==> config.mk <==
export PLATFORM = sky130hd
export DESIGN_NAME = toggle_monitor
export DESIGN_NICKNAME = d
export VERILOG_FILES = /design/src/rtl/toggle_monitor_pkg.sv /design/src/rtl/toggle_monitor_sync_flop.sv /design/src/rtl/toggle_monitor.sv
export SDC_FILE = /design/constraint.sdc
export NUM_CORES = 1
export LEC_CHECK = 0
export CORE_MARGIN = 2
export CORE_UTILIZATION = 47
export DETAILED_ROUTE_END_ITERATION = 7
export PLACE_DENSITY = 0.83
export SLEW_MARGIN = 20
export SYNTH_ARGS = -nofsm -noshare
export SYNTH_HDL_FRONTEND = slang
export SYNTH_SLANG_ARGS = --single-unit
==> constraint.sdc <==
create_clock -name clock -period 1.64 [get_ports clock]
set_input_delay 0.41 -clock clock [delete_from_list [all_inputs] [get_ports clock]]
set_output_delay 0.41 -clock clock [all_outputs]
set_load 0.01 [all_outputs]
==> src/rtl/toggle_monitor_pkg.sv <==
// Shared definitions for the toggle monitor: FSM state encodings and default widths.
// Latency: n/a (definitions only).
// Backpressure: n/a (definitions only).
package toggle_monitor_pkg;

  // Run-tracking FSM states; encodings are fixed so debug readouts stay stable
  typedef enum logic [1:0] {
    ST_IDLE  = 2'd0,
    ST_HIGH  = 2'd1,
    ST_LOW   = 2'd2,
    ST_STUCK = 2'd3
  } state_t;

  localparam int DEF_SYNC_STAGES = 2;
  localparam int DEF_COUNT_W     = 16;
  localparam int DEF_LEN_W       = 8;
  localparam int DEF_TIMEOUT     = 64;

endpackage

==> src/rtl/toggle_monitor_sync_flop.sv <==
// Generic multi-flop synchronizer for asynchronous inputs into the clock domain.
// Latency: STAGES clocks from d to q.
// Backpressure: none; samples every clock.
module sync_flop
  import toggle_monitor_pkg::*;
#(
  parameter int STAGES = DEF_SYNC_STAGES,
  parameter int WIDTH  = 1
) (
  input  logic             clock,
  input  logic             reset_n,
  input  logic [WIDTH-1:0] d,
  output logic [WIDTH-1:0] q
);

  logic [STAGES-1:0][WIDTH-1:0] chain;

  // Shift the asynchronous input through the flop chain; oldest stage is the output
  always_ff @(posedge clock or negedge reset_n) begin
    if (!reset_n) begin
      chain <= '0;
    end else begin
      chain <= {chain[STAGES-2:0], d};
    end
  end

  assign q = chain[STAGES-1];

endmodule

==> src/rtl/toggle_monitor.sv <==
// Synchronizes a toggle signal, emits rise/fall pulses, counts edges, captures run lengths, flags stuck.
// Latency: sig_in change to pulse/counter update is SYNC_STAGES+1 clocks.
// Backpressure: none; free-running monitor, outputs are status only.
module toggle_monitor
  import toggle_monitor_pkg::*;
#(
  parameter int SYNC_STAGES = DEF_SYNC_STAGES,
  parameter int COUNT_W     = DEF_COUNT_W,
  parameter int LEN_W       = DEF_LEN_W,
  parameter int TIMEOUT     = DEF_TIMEOUT
) (
  input  logic               clock,
  input  logic               reset_n,
  input  logic               sig_in,
  input  logic               clear,
  output logic               rise_pulse,
  output logic               fall_pulse,
  output logic [COUNT_W-1:0] edge_count,
  output logic [LEN_W-1:0]   last_high_len,
  output logic [LEN_W-1:0]   last_low_len,
  output logic               len_valid,
  output logic               stuck,
  output logic               stuck_level
);

  localparam logic [LEN_W-1:0] LEN_MAX   = '1;
  localparam logic [LEN_W-1:0] TIMEOUT_L = LEN_W'(TIMEOUT);

  logic             s;
  logic             s_d;
  logic             rise;
  logic             fall;
  logic             edge_seen;
  logic             timed_out;
  logic [LEN_W-1:0] run_len;
  state_t           state;

  sync_flop #(
    .STAGES (SYNC_STAGES),
    .WIDTH  (1)
  ) u_sync (
    .clock   (clock),
    .reset_n (reset_n),
    .d       (sig_in),
    .q       (s)
  );

  assign rise      = s & ~s_d;
  assign fall      = ~s & s_d;
  assign edge_seen = rise | fall;
  // An edge in the same cycle as the timeout threshold wins over the timeout
  assign timed_out = ~edge_seen & (run_len >= TIMEOUT_L);
  assign stuck     = (state == ST_STUCK);

  // Edge detector and registered pulses; deliberately blind to clear and FSM state
  always_ff @(posedge clock or negedge reset_n) begin
    if (!reset_n) begin
      s_d        <= 1'b0;
      rise_pulse <= 1'b0;
      fall_pulse <= 1'b0;
    end else begin
      s_d        <= s;
      rise_pulse <= rise;
      fall_pulse <= fall;
    end
  end

  // Edge counter (wrapping) and current run length (saturating, restarts at 1 on an edge)
  always_ff @(posedge clock or negedge reset_n) begin
    if (!reset_n) begin
      edge_count <= '0;
      run_len    <= '0;
    end else if (clear) begin
      edge_count <= '0;
      run_len    <= '0;
    end else if (edge_seen) begin
      edge_count <= edge_count + COUNT_W'(1);
      run_len    <= LEN_W'(1);
    end else if (run_len != LEN_MAX) begin
      run_len    <= run_len + LEN_W'(1);
    end
  end

  // Run-tracking FSM: captures complete run lengths, enters STUCK after a quiet period
  always_ff @(posedge clock or negedge reset_n) begin
    if (!reset_n) begin
      state         <= ST_IDLE;
      last_high_len <= '0;
      last_low_len  <= '0;
      len_valid     <= 1'b0;
      stuck_level   <= 1'b0;
    end else if (clear) begin
      state         <= ST_IDLE;
      last_high_len <= '0;
      last_low_len  <= '0;
      len_valid     <= 1'b0;
      stuck_level   <= 1'b0;
    end else begin
      case (state)
        ST_IDLE: begin
          // First run after reset/clear is partial, so it is never captured
          if (rise) begin
            state <= ST_HIGH;
          end else if (timed_out) begin
            state       <= ST_STUCK;
            stuck_level <= s;
          end
        end
        ST_HIGH: begin
          if (fall) begin
            state         <= ST_LOW;
            last_high_len <= run_len;
            len_valid     <= 1'b1;
          end else if (timed_out) begin
            state       <= ST_STUCK;
            stuck_level <= s;
          end
        end
        ST_LOW: begin
          if (rise) begin
            state        <= ST_HIGH;
            last_low_len <= run_len;
            len_valid    <= 1'b1;
          end else if (timed_out) begin
            state       <= ST_STUCK;
            stuck_level <= s;
          end
        end
        ST_STUCK: begin
          // Leaving STUCK starts a fresh run; the stuck run itself is not captured
          if (rise) begin
            state <= ST_HIGH;
          end else if (fall) begin
            state <= ST_LOW;
          end
        end
        default: state <= ST_IDLE;
      endcase
    end
  end

endmodule

Word-level counts from Yosys, hierarchy flattened
Cells that the tools add are included.

cells by class
  $add $sub $neg = 2
  order comparisons = 1
  equal/unequal tests = 9
  multiplexer cells = 27
  bitwise logic cells = 7
  reductions and logical operators = 14

operator list
  kind                                                                                 count
  8-bit 2-to-1 mux                                                                     9
  16-bit 2-to-1 mux                                                                    2
  16-bit by 1-bit adder with 16-bit output, second input constant                      1
  2-bit 2-to-1 mux                                                                     6
  3-bit != test, second input constant                                                 4
  2-bit nonzero test                                                                   5
  3-bit nonzero test                                                                   3
  8-bit by 1-bit adder with 8-bit output, second input constant                        1
  8-bit by 7-bit greater-or-equal comparator with 1-bit output, second input constant  1
  8-bit != test, second input constant                                                 1
  1-bit 2-to-1 mux                                                                     7
  2-bit case mux with 3 select lines                                                   1
  3-bit AND reduction                                                                  2
  2-bit == test, second input constant                                                 2
  4-bit by 2-bit != test with 1-bit output, second input constant                      1
  1-bit case mux with 2 select lines                                                   2
  2-bit AND reduction                                                                  2
  1-bit AND                                                                            3
  1-bit NOT                                                                            3
  2-bit by 1-bit == test with 1-bit output, second input constant                      1
  2-bit zero test                                                                      1
  2-bit OR reduction                                                                   1
  1-bit OR                                                                             1

storage, ports and cells
  register bits after elaboration = 49
  input bits = 4
  output and inout bits = 37
  logic and storage cells = 72

Depth between registers and ports, before layout
Gate-level depths: netlist of the first run.

  depth after elaboration = 9
  mapped depth = 7
  gate-level depth less buffers = 6

Cells and area by module
From an unflattened synthesis of the first run, not the netlist that was laid out.

second synthesis, totals
  cell total of the unflattened synthesis = 214
  area total of the unflattened synthesis = 2,306.0 um^2

modules (own cells, without submodules)
  module          times used  cells each  area each (um^2)  seq. area each (um^2)
  toggle_monitor  1           212         2,255.9           1,176.1
  sync_flop       1           2           50.0              50.0

Least setup slack after synthesis of the first run
No wires, ideal clock.

  kind = register to register
  start = register u_sync.chain (netlist bit u_sync.q)
  end = register edge_count[14]
  setup time = 0.125 ns
  arrival = 1.683 ns
  data required time = 1.515 ns
  slack = -0.168 ns
  cell stages (with the launch flop) = 7
  buffers on the path = 1
  clock period less this slack = 1.808 ns
  path through = dfrtp_1 > inv_1 > ha_1 > clkbuf_1 > nand3b_1 > nor4_1 > mux2_2

on the way
  cells in the longest elaborated chain, start to end = 4
  elaborated cells on any way between the ends = 5
  those cells by class = bitwise (4); reduce/logical (1)

ends and longest elaborated chain
  item                            line                            RTL
  start: declaration              toggle_monitor_sync_flop.sv:16  logic [STAGES-1:0][WIDTH-1:0] chain;
  start signal: assignment        toggle_monitor_sync_flop.sv:23  chain <= {chain[STAGES-2:0], d};
  1-bit NOT                       toggle_monitor.sv:49            assign fall = ~s & s_d;
  1-bit AND                       toggle_monitor.sv:49
  1-bit OR *                      toggle_monitor.sv:50            assign edge_seen = rise | fall;
  2-bit nonzero test (no line) *  --
  end signal: assignment          toggle_monitor.sv:77            edge_count <= edge_count + COUNT_W'(1);
  end: declaration                toggle_monitor.sv:18            output logic [COUNT_W-1:0] edge_count,

Every way passes the cells marked *; elsewhere a longest branch is shown, timed or not.
A chain may end at the register's enable or synchronous reset.

Worst setup path in the final report of the first run
  start = register s_d
  end = register edge_count[13]

on the way
  cells in the longest elaborated chain, start to end = 4
  elaborated cells on any way between the ends = 5
  those cells by class = bitwise (4); reduce/logical (1)

ends and longest elaborated chain
  item                            line                  RTL
  start: declaration              toggle_monitor.sv:30  logic s_d;
  start signal: assignment        toggle_monitor.sv:62  s_d <= s;
  1-bit NOT                       toggle_monitor.sv:48  assign rise = s & ~s_d;
  1-bit AND                       toggle_monitor.sv:48
  1-bit OR *                      toggle_monitor.sv:50
  2-bit nonzero test (no line) *  --

Marked as above.

==> impl_metrics.csv, run 1 <==
group,metric,value,unit
routing,drt-vias-per-instance,5.39,
worst_setup_path,cp_max_fo,5,
routing,wl_per_cell,15.5,µm
worst_setup_path,arrival,2.06,ns
synth,ys_types,42,
clocking,clock_latency,0.31,ns
floorplan,die_h,73.8,µm
synth,synth_commonest_cells,"dfrtp_1 (49), nor2_1 (33), nand2_1 (21)",
sta,fin_crit_sh,111,%
routing,drt_first_pass_iters,4,
placement,dp.cells,342,
synth,synthesis.instances,220,
synth,synth-main-ff-cell,"dfrtp_1",
placement,port_buffers,40,
job,drv_cap,0,
synth,synth_nets,228,
min_path,worstHoldPathType,"primary input to asynchronous set/reset pin",
sta,finalWorstSetupSlack,-0.183,ns
floorplan,io_pins,41,
synth,synth_edf_count,0,
sta,timing_worst_slew_pin_value,0.391,ns
synth,synth-seq-area-share,53.5,%
floorplan,num_rows,25,
clocking,root_buffer,"clkbuf_8",
synth,yosysTopAreaCellShare,53.5,%
floorplan,coreArea,4720,µm²
floorplan,initial_utilization,48.5,%
sta,fmax,0.549,GHz
finish,final_cells,360,
placement,detailed_place.area,2950,µm²
grt,grtUsageTotal,20.4,%
finish,area_growth,40.4,%
worst_setup_path,cp-start-kind,"flop",
worst_setup_path,end_kind,"flop",
grt,grt_max_degree,50,
synth,yosys_warnings,0,
sta,finalSetupViolCount,6,
clocking,clockBufferDepth,2,
floorplan,dieArea,5450,µm²
clocking,htreeDepth,2,
synth,ys_seq_elements,49,
placement,post-place-ws,-0.0579,ns
placement,gp_congestion,0.828,
sta,slew_violations,0,
clocking,numCtsBuffers,5,
finish,drive_above_1_share,24.2,%
finish,fin_area,3220,µm²
synth,synth_area_leader_cell,"dfrtp_1",
synth,yosysMostFrequentCell,"dfrtp_1",
sta,fin_crit,1.82,ns
sta,hold_viol,0,
grt,grt_antenna_before_repair,0,
routing,num_vias,1941,
floorplan,die_w,73.8,µm
worst_setup_path,reg2reg_depth,5,
run_status,failed_checks,"negative setup slack",
sta,fin_worst_skew,0.00658,ns
synth,synth_area,2290,µm²
placement,hpwl,3380,µm
routing,drc_errors,0,
power,power_density,700,nW/µm²
sta,grt_setup_unrepaired,"yes",
grt,grt_pass1_vias,1763,
clocking,cts.hold.buffers_added,0,
synth,ys_async_sr_fraction,100,%
worst_setup_path,crit_type,"flop to flop",
finish,num_antenna_cells,0,
sta,relSlewSlack,73.6,%
power,ir_drop,0.000473,V
routing,wirelength,5580,µm
clocking,cts_tree,"done",
routing,drt_iter0_markers,212,
worst_setup_path,worstPathRequired,1.88,ns
routing,ant_nets,0,
power,power.leakage,1.90,nW
finish,nets,300,
grt,grt_pass1_wl,8470,µm
run_status,status,"complete, but fails checks",
grt,grt-ovfl-total,0,
clocking,cts.sinks,49,
synth,syn_avg_cell_area,10.4,µm²
synth,synth_area_leaders,"dfrtp_1 (53%), nor2_1 (5.4%), mux2i_1 (4.8%)",
sta,tns,-0.478,ns
clocking,clk_pin_slew,0.09,ns
-- worst max-delay path, stage by stage, from the launching register on --
cell	delay, ns
dfrtp_1	0.43
ha_4	0.27
nand4b_4	0.23
nor4_4	0.25
or3b_4	0.43
a21oi_2	0.14
-- layout make-up --
| cell class | instances | area, µm² |
|---|---|---|
| fillers | 326 | 1510 |
| clock inverters | 1 | 5.00 |
| flip-flops and latches | 49 | 1230 |
| inverters | 5 | 18.8 |
| clock buffers | 7 | 96.3 |
| multi-input cells | 155 | 1070 |
| well taps | 67 | 83.8 |
| repair buffers | 76 | 709 |
-- final timing paths --
path / from / to / slack (ns)
min in group clock: u_sync.chain[0] / u_sync.q / 0.36
max in group asynchronous: reset_n / edge_count[1] / 1.32
max: s_d / edge_count[13] / -0.18
min reg2reg: u_sync.chain[0] / u_sync.q / 0.36
max reg2reg: s_d / edge_count[13] / -0.18
min: reset_n / last_low_len[5] / 0.06
-- routing by layer --
| layer | up-vias | share of wire [%] | global-route usage, % |
|---|---|---|---|
| met5 | - | 0 | 0 |
| met3 | 8 | 5.9 | 4.66 |
| met2 | 66 | 51 | 32.1 |
| met1 | 966 | 42 | 27.8 |
| met4 | 0 | 1.5 | 6.67 |
| li1 | 901 | - | - |
-- sequential cells by signal, summed over array words and instances, names as in the netlist --
register       flops
s_d                1
fall_pulse         1
u_sync.chain       1
stuck_level        1
len_valid          1
state              2
run_len            8
rise_pulse         1
last_low_len       8
u_sync.q           1
edge_count        16
last_high_len      8
-- power breakdown --
group / total [W] / leakage, nW / switching, W / internal [W]
combinational: 0.000228 / 1.18 / 0.000121 / 0.000107
sequential: 0.00125 / 0.666 / 0.0000149 / 0.00123
clock: 0.000779 / 0.0542 / 0.000397 / 0.000382
-- cell usage in the layout (no fill, tap or decap), types with 3 or more instances in the layout --
cell type	n
dfrtp_1	46
buf_4	34
nor2_1	32
nand2_1	21
dlymetal6s2s_1	17
dlygate4sd2_1	12
mux2i_1	11
clkdlybuf4s50_1	10
nand3b_1	9
clkbuf_8	7
nand3_1	6
xnor2_1	6
a21oi_1	6
nor3_1	5
xor2_1	5
a31oi_1	5
inv_1	4
nand4_1	3
a211oi_1	3
dfrtp_2	3
-- what timing repair did --
item                                    CTS  global route
endpoints found under the hold margin     0             0
endpoints found under the setup margin   22            33
setup buffers                             8             2
pin swaps                                 1             4
resized for setup                        18            29
cloned                                    0             0
-- stage by stage --
| stage | util (%) | hold WS [ns] | total power [W] |
|---|---|---|---|
| after floorplan | - | 0.114 | 0.00137 |
| after global placement | 62.4 | 0.350 | 0.00147 |
| after detailed placement | 62.4 | 0.350 | 0.00148 |
| after CTS | 65.9 | 0.0879 | 0.00225 |
| after global routing | 68.1 | 0.0943 | 0.00232 |
| final | 68.1 | 0.0627 | 0.00225 |
-- kinds of logic after synthesis --
family          count (synthesis)  synth area share, %
simple gates                  100                 23.5
xor+xnor                       11                 4.20
mux                            14                 6.28
buf+inv                        16                 2.95
fa+ha+maj                       4                 2.18
compound gates                 26                 7.37
flops                          49                 53.5
(Power assumes the default switching activity.)
==> inputs of run 2 (changes only) <==
--- a/config.mk
+++ b/config.mk
@@ -5,6 +5,7 @@
 export SDC_FILE = /design/constraint.sdc
 export NUM_CORES = 1
 export LEC_CHECK = 0
+export ABC_AREA = 1
 export CORE_MARGIN = 2
 export CORE_UTILIZATION = 47
 export DETAILED_ROUTE_END_ITERATION = 7
==> run 2 against run 1 <==
The run now ends clean; power fell by 2.5%; wire length down 2.5%; synthesized area rose by 5.2%; synthesized cell count rose by 37%; maximum frequency grew 13%; global-route usage is 0.21 points higher.
==> impl_metrics.csv, run 2 <==
group,metric,value,unit
placement,detailed_place.area,2950,µm²
synth,synth_edf_count,0,
routing,drt_first_pass_iters,4,
sta,tns,0,ns
finish,area_growth,32.7,%
run_status,status,"complete, no violations",
floorplan,initial_utilization,47.8,%
finish,final_common_cell,"nand2_1",
grt,grt_max_degree,34,
placement,gp_congestion,0.949,
grt,grt_pass1_vias,2069,
synth,synth_commonest_cells,"nand2_1 (83), dfrtp_1 (49), inv_1 (41)",
worst_setup_path,crit_type,"flop to primary output",
min_path,worstHoldPathType,"primary input to asynchronous set/reset pin",
sta,fin_crit_sh,98.8,%
sta,hold_viol,0,
worst_setup_path,cp.buffers_inverters,1,
floorplan,die_h,75.6,µm
worst_setup_path,cp_slowest_cell,"clkdlybuf4s50_1",
finish,fill_cells,428,
synth,synth_area_leaders,"dfrtp_1 (51%), nand2_1 (13%), inv_1 (6.4%)",
worst_setup_path,cp-start-kind,"flop",
grt,grtUsageTotal,20.6,%
routing,ant_nets,0,
power,power,0.00220,W
synth,yosysTopAreaCellShare,50.9,%
floorplan,num_rows,26,
sta,fin_worst_skew,0.00459,ns
synth,ys_async_sr_fraction,100,%
power,power.leakage,1.88,nW
clocking,clock_latency,0.30,ns
routing,num_vias,2185,
clocking,cts.sinks,49,
placement,port_buffers,40,
routing,drt_iter0_markers,126,
sta,timing_worst_slew_pin_value,0.422,ns
clocking,cts_tree,"done",
floorplan,dieArea,5720,µm²
synth,synthesis.instances,301,
synth,synth_area_leader_cell,"dfrtp_1",
clocking,root_buffer,"clkbuf_8",
grt,grt_pass1_wl,9050,µm
finish,top_register,"edge_count",
routing,drt-vias-per-instance,5.03,
clocking,clockBufferDepth,2,
power,ir_drop,0.000488,V
synth,yosysMostFrequentCell,"nand2_1",
clocking,clk_pin_slew,0.08,ns
synth,synth_nets,309,
synth,synth-seq-area-share,50.9,%
synth,ys_seq_elements,49,
synth,yosys_warnings,0,
worst_setup_path,crit_path_cell_trace,"clkdlybuf4s50_1",
routing,wl_per_cell,12.5,µm
floorplan,die_w,75.6,µm
worst_setup_path,cp_slowest_stage_delay,0.55,ns
worst_setup_path,critical-path-top-delay-family,"buffers and inverters",
worst_setup_path,arrival,1.21,ns
synth,ys_types,27,
finish,drive_above_1_share,13.2,%
finish,nets,372,
finish,seqCellArea,1230,µm²
synth,synth_area,2410,µm²
synth,syn_avg_cell_area,8.01,µm²
grt,grt-ovfl-total,0,
power,power_density,687,nW/µm²
grt,grt_antenna_before_repair,0,
finish,mostFrequentLayoutCells,"nand2_1 (83), dfrtp_1 (48), inv_1 (41), nor2_1 (34), dlymetal6s2s_1 (21)",
routing,wirelength,5440,µm
sta,fmax,0.617,GHz
worst_setup_path,worstPathRequired,1.23,ns
job,drv_cap,0,
finish,multi_input_area,1010,µm²
finish,fin_area,3200,µm²
synth,synth-main-ff-cell,"dfrtp_1",
worst_setup_path,end_kind,"primary output",
clocking,htreeDepth,2,
routing,drc_errors,0,
sta,fin_crit,1.62,ns
clocking,numCtsBuffers,5,
finish,finish.utilization,63.4,%
finish,num_antenna_cells,0,
finish,largest_reg_flops,16,
floorplan,io_pins,41,
sta,relSlewSlack,71.8,%
placement,hpwl,3840,µm
sta,slew_violations,0,
worst_setup_path,cp_max_fo,2,
floorplan,coreArea,5040,µm²
sta,finalSetupViolCount,0,
-- run 2: cell types whose count changed after synthesis, sizes merged, moves of 4 or more --
cell    change
clkbuf      -8
nand2      +62
o21ai      +19
nand3      +15
mux2i      -11
nand4       +4
xor2        -5
a31oi       -5
a21oi       +5
xnor2       -6
inv        +39
nor2        +8
nand3b      -9
-- run 2: logic make-up after synthesis --
kind of cell	count (synthesis)	synth area share (%)
AOI/OAI and AO/OA	39	8.98
adders and majority gates	4	2.08
buffers and inverters	49	8.46
DFF	49	50.9
and+or+nand+nor	160	29.6
-- run 2: area by class of cell --
class	instances	share of cell area [%]
clock buffer	7	2.70
inverter	44	5.32
multi-input combinational	203	31.7
tap	70	2.74
sequential	49	38.4
timing repair buffer	61	19.2
-- run 2: worst paths after layout --
kind / depth (start not counted) / end / startpoint / slack, ns
hold / removal: 1 / last_low_len[0] / reset_n / 0.03
min in group clock: 0 / u_sync.q / u_sync.chain[0] / 0.36
setup reg to reg: 10 / edge_count[10] / u_sync.q / 0.15
max in group asynchronous: 2 / edge_count[2] / reset_n / 1.09
setup / recovery: 1 / last_high_len[0] / last_high_len[0] / 0.02
hold reg to reg: 0 / u_sync.q / u_sync.chain[0] / 0.36
-- run 2: power by group --
part / total, W / internal [W] / switching, W
logic: 0.000228 / 0.0000896 / 0.000139
clock network: 0.000721 / 0.000336 / 0.000385
registers: 0.00125 / 0.00123 / 0.0000156
-- run 2: timing repair --
| action | in CTS | in global routing |
|---|---|---|
| setup buffers | 11 | 0 |
| endpoints found under the hold margin | 0 | 0 |
| hold buffers | 0 | 0 |
| gates resized for setup | 4 | 28 |
| gates cloned | 0 | 0 |
| endpoints found under the setup margin | 13 | 31 |
-- run 2: routing by layer --
metal	global-route usage, %	vias to the layer above	routed length [µm]
met4	7.21	0	97
met1	26.8	1038	2460
met5	0	-	0
met2	34.7	48	2690
met3	3.70	9	194
li1	-	1090	-
-- run 2: worst reg2reg max path: stages, from the launching register on --
cell and delay, ns:
dfrtp_1 0.39, inv_1 0.10, ha_4 0.23, inv_6 0.10, nand3_2 0.10, inv_1 0.09
nand2_1 0.09, nor2_2 0.14, nand2_1 0.06, nand2_1 0.05, nor2_1 0.04
-- run 2: metrics by stage --
step	hold slack, ns	std cells	worst slack, ns
after global routing	0.0544	434	-0.00926
after global placement	0.337	416	0.0310
after floorplan	0.114	301	0.140
after detailed placement	0.347	416	0.0115
final	0.0341	434	0.0202
after CTS	0.0436	434	0.00333
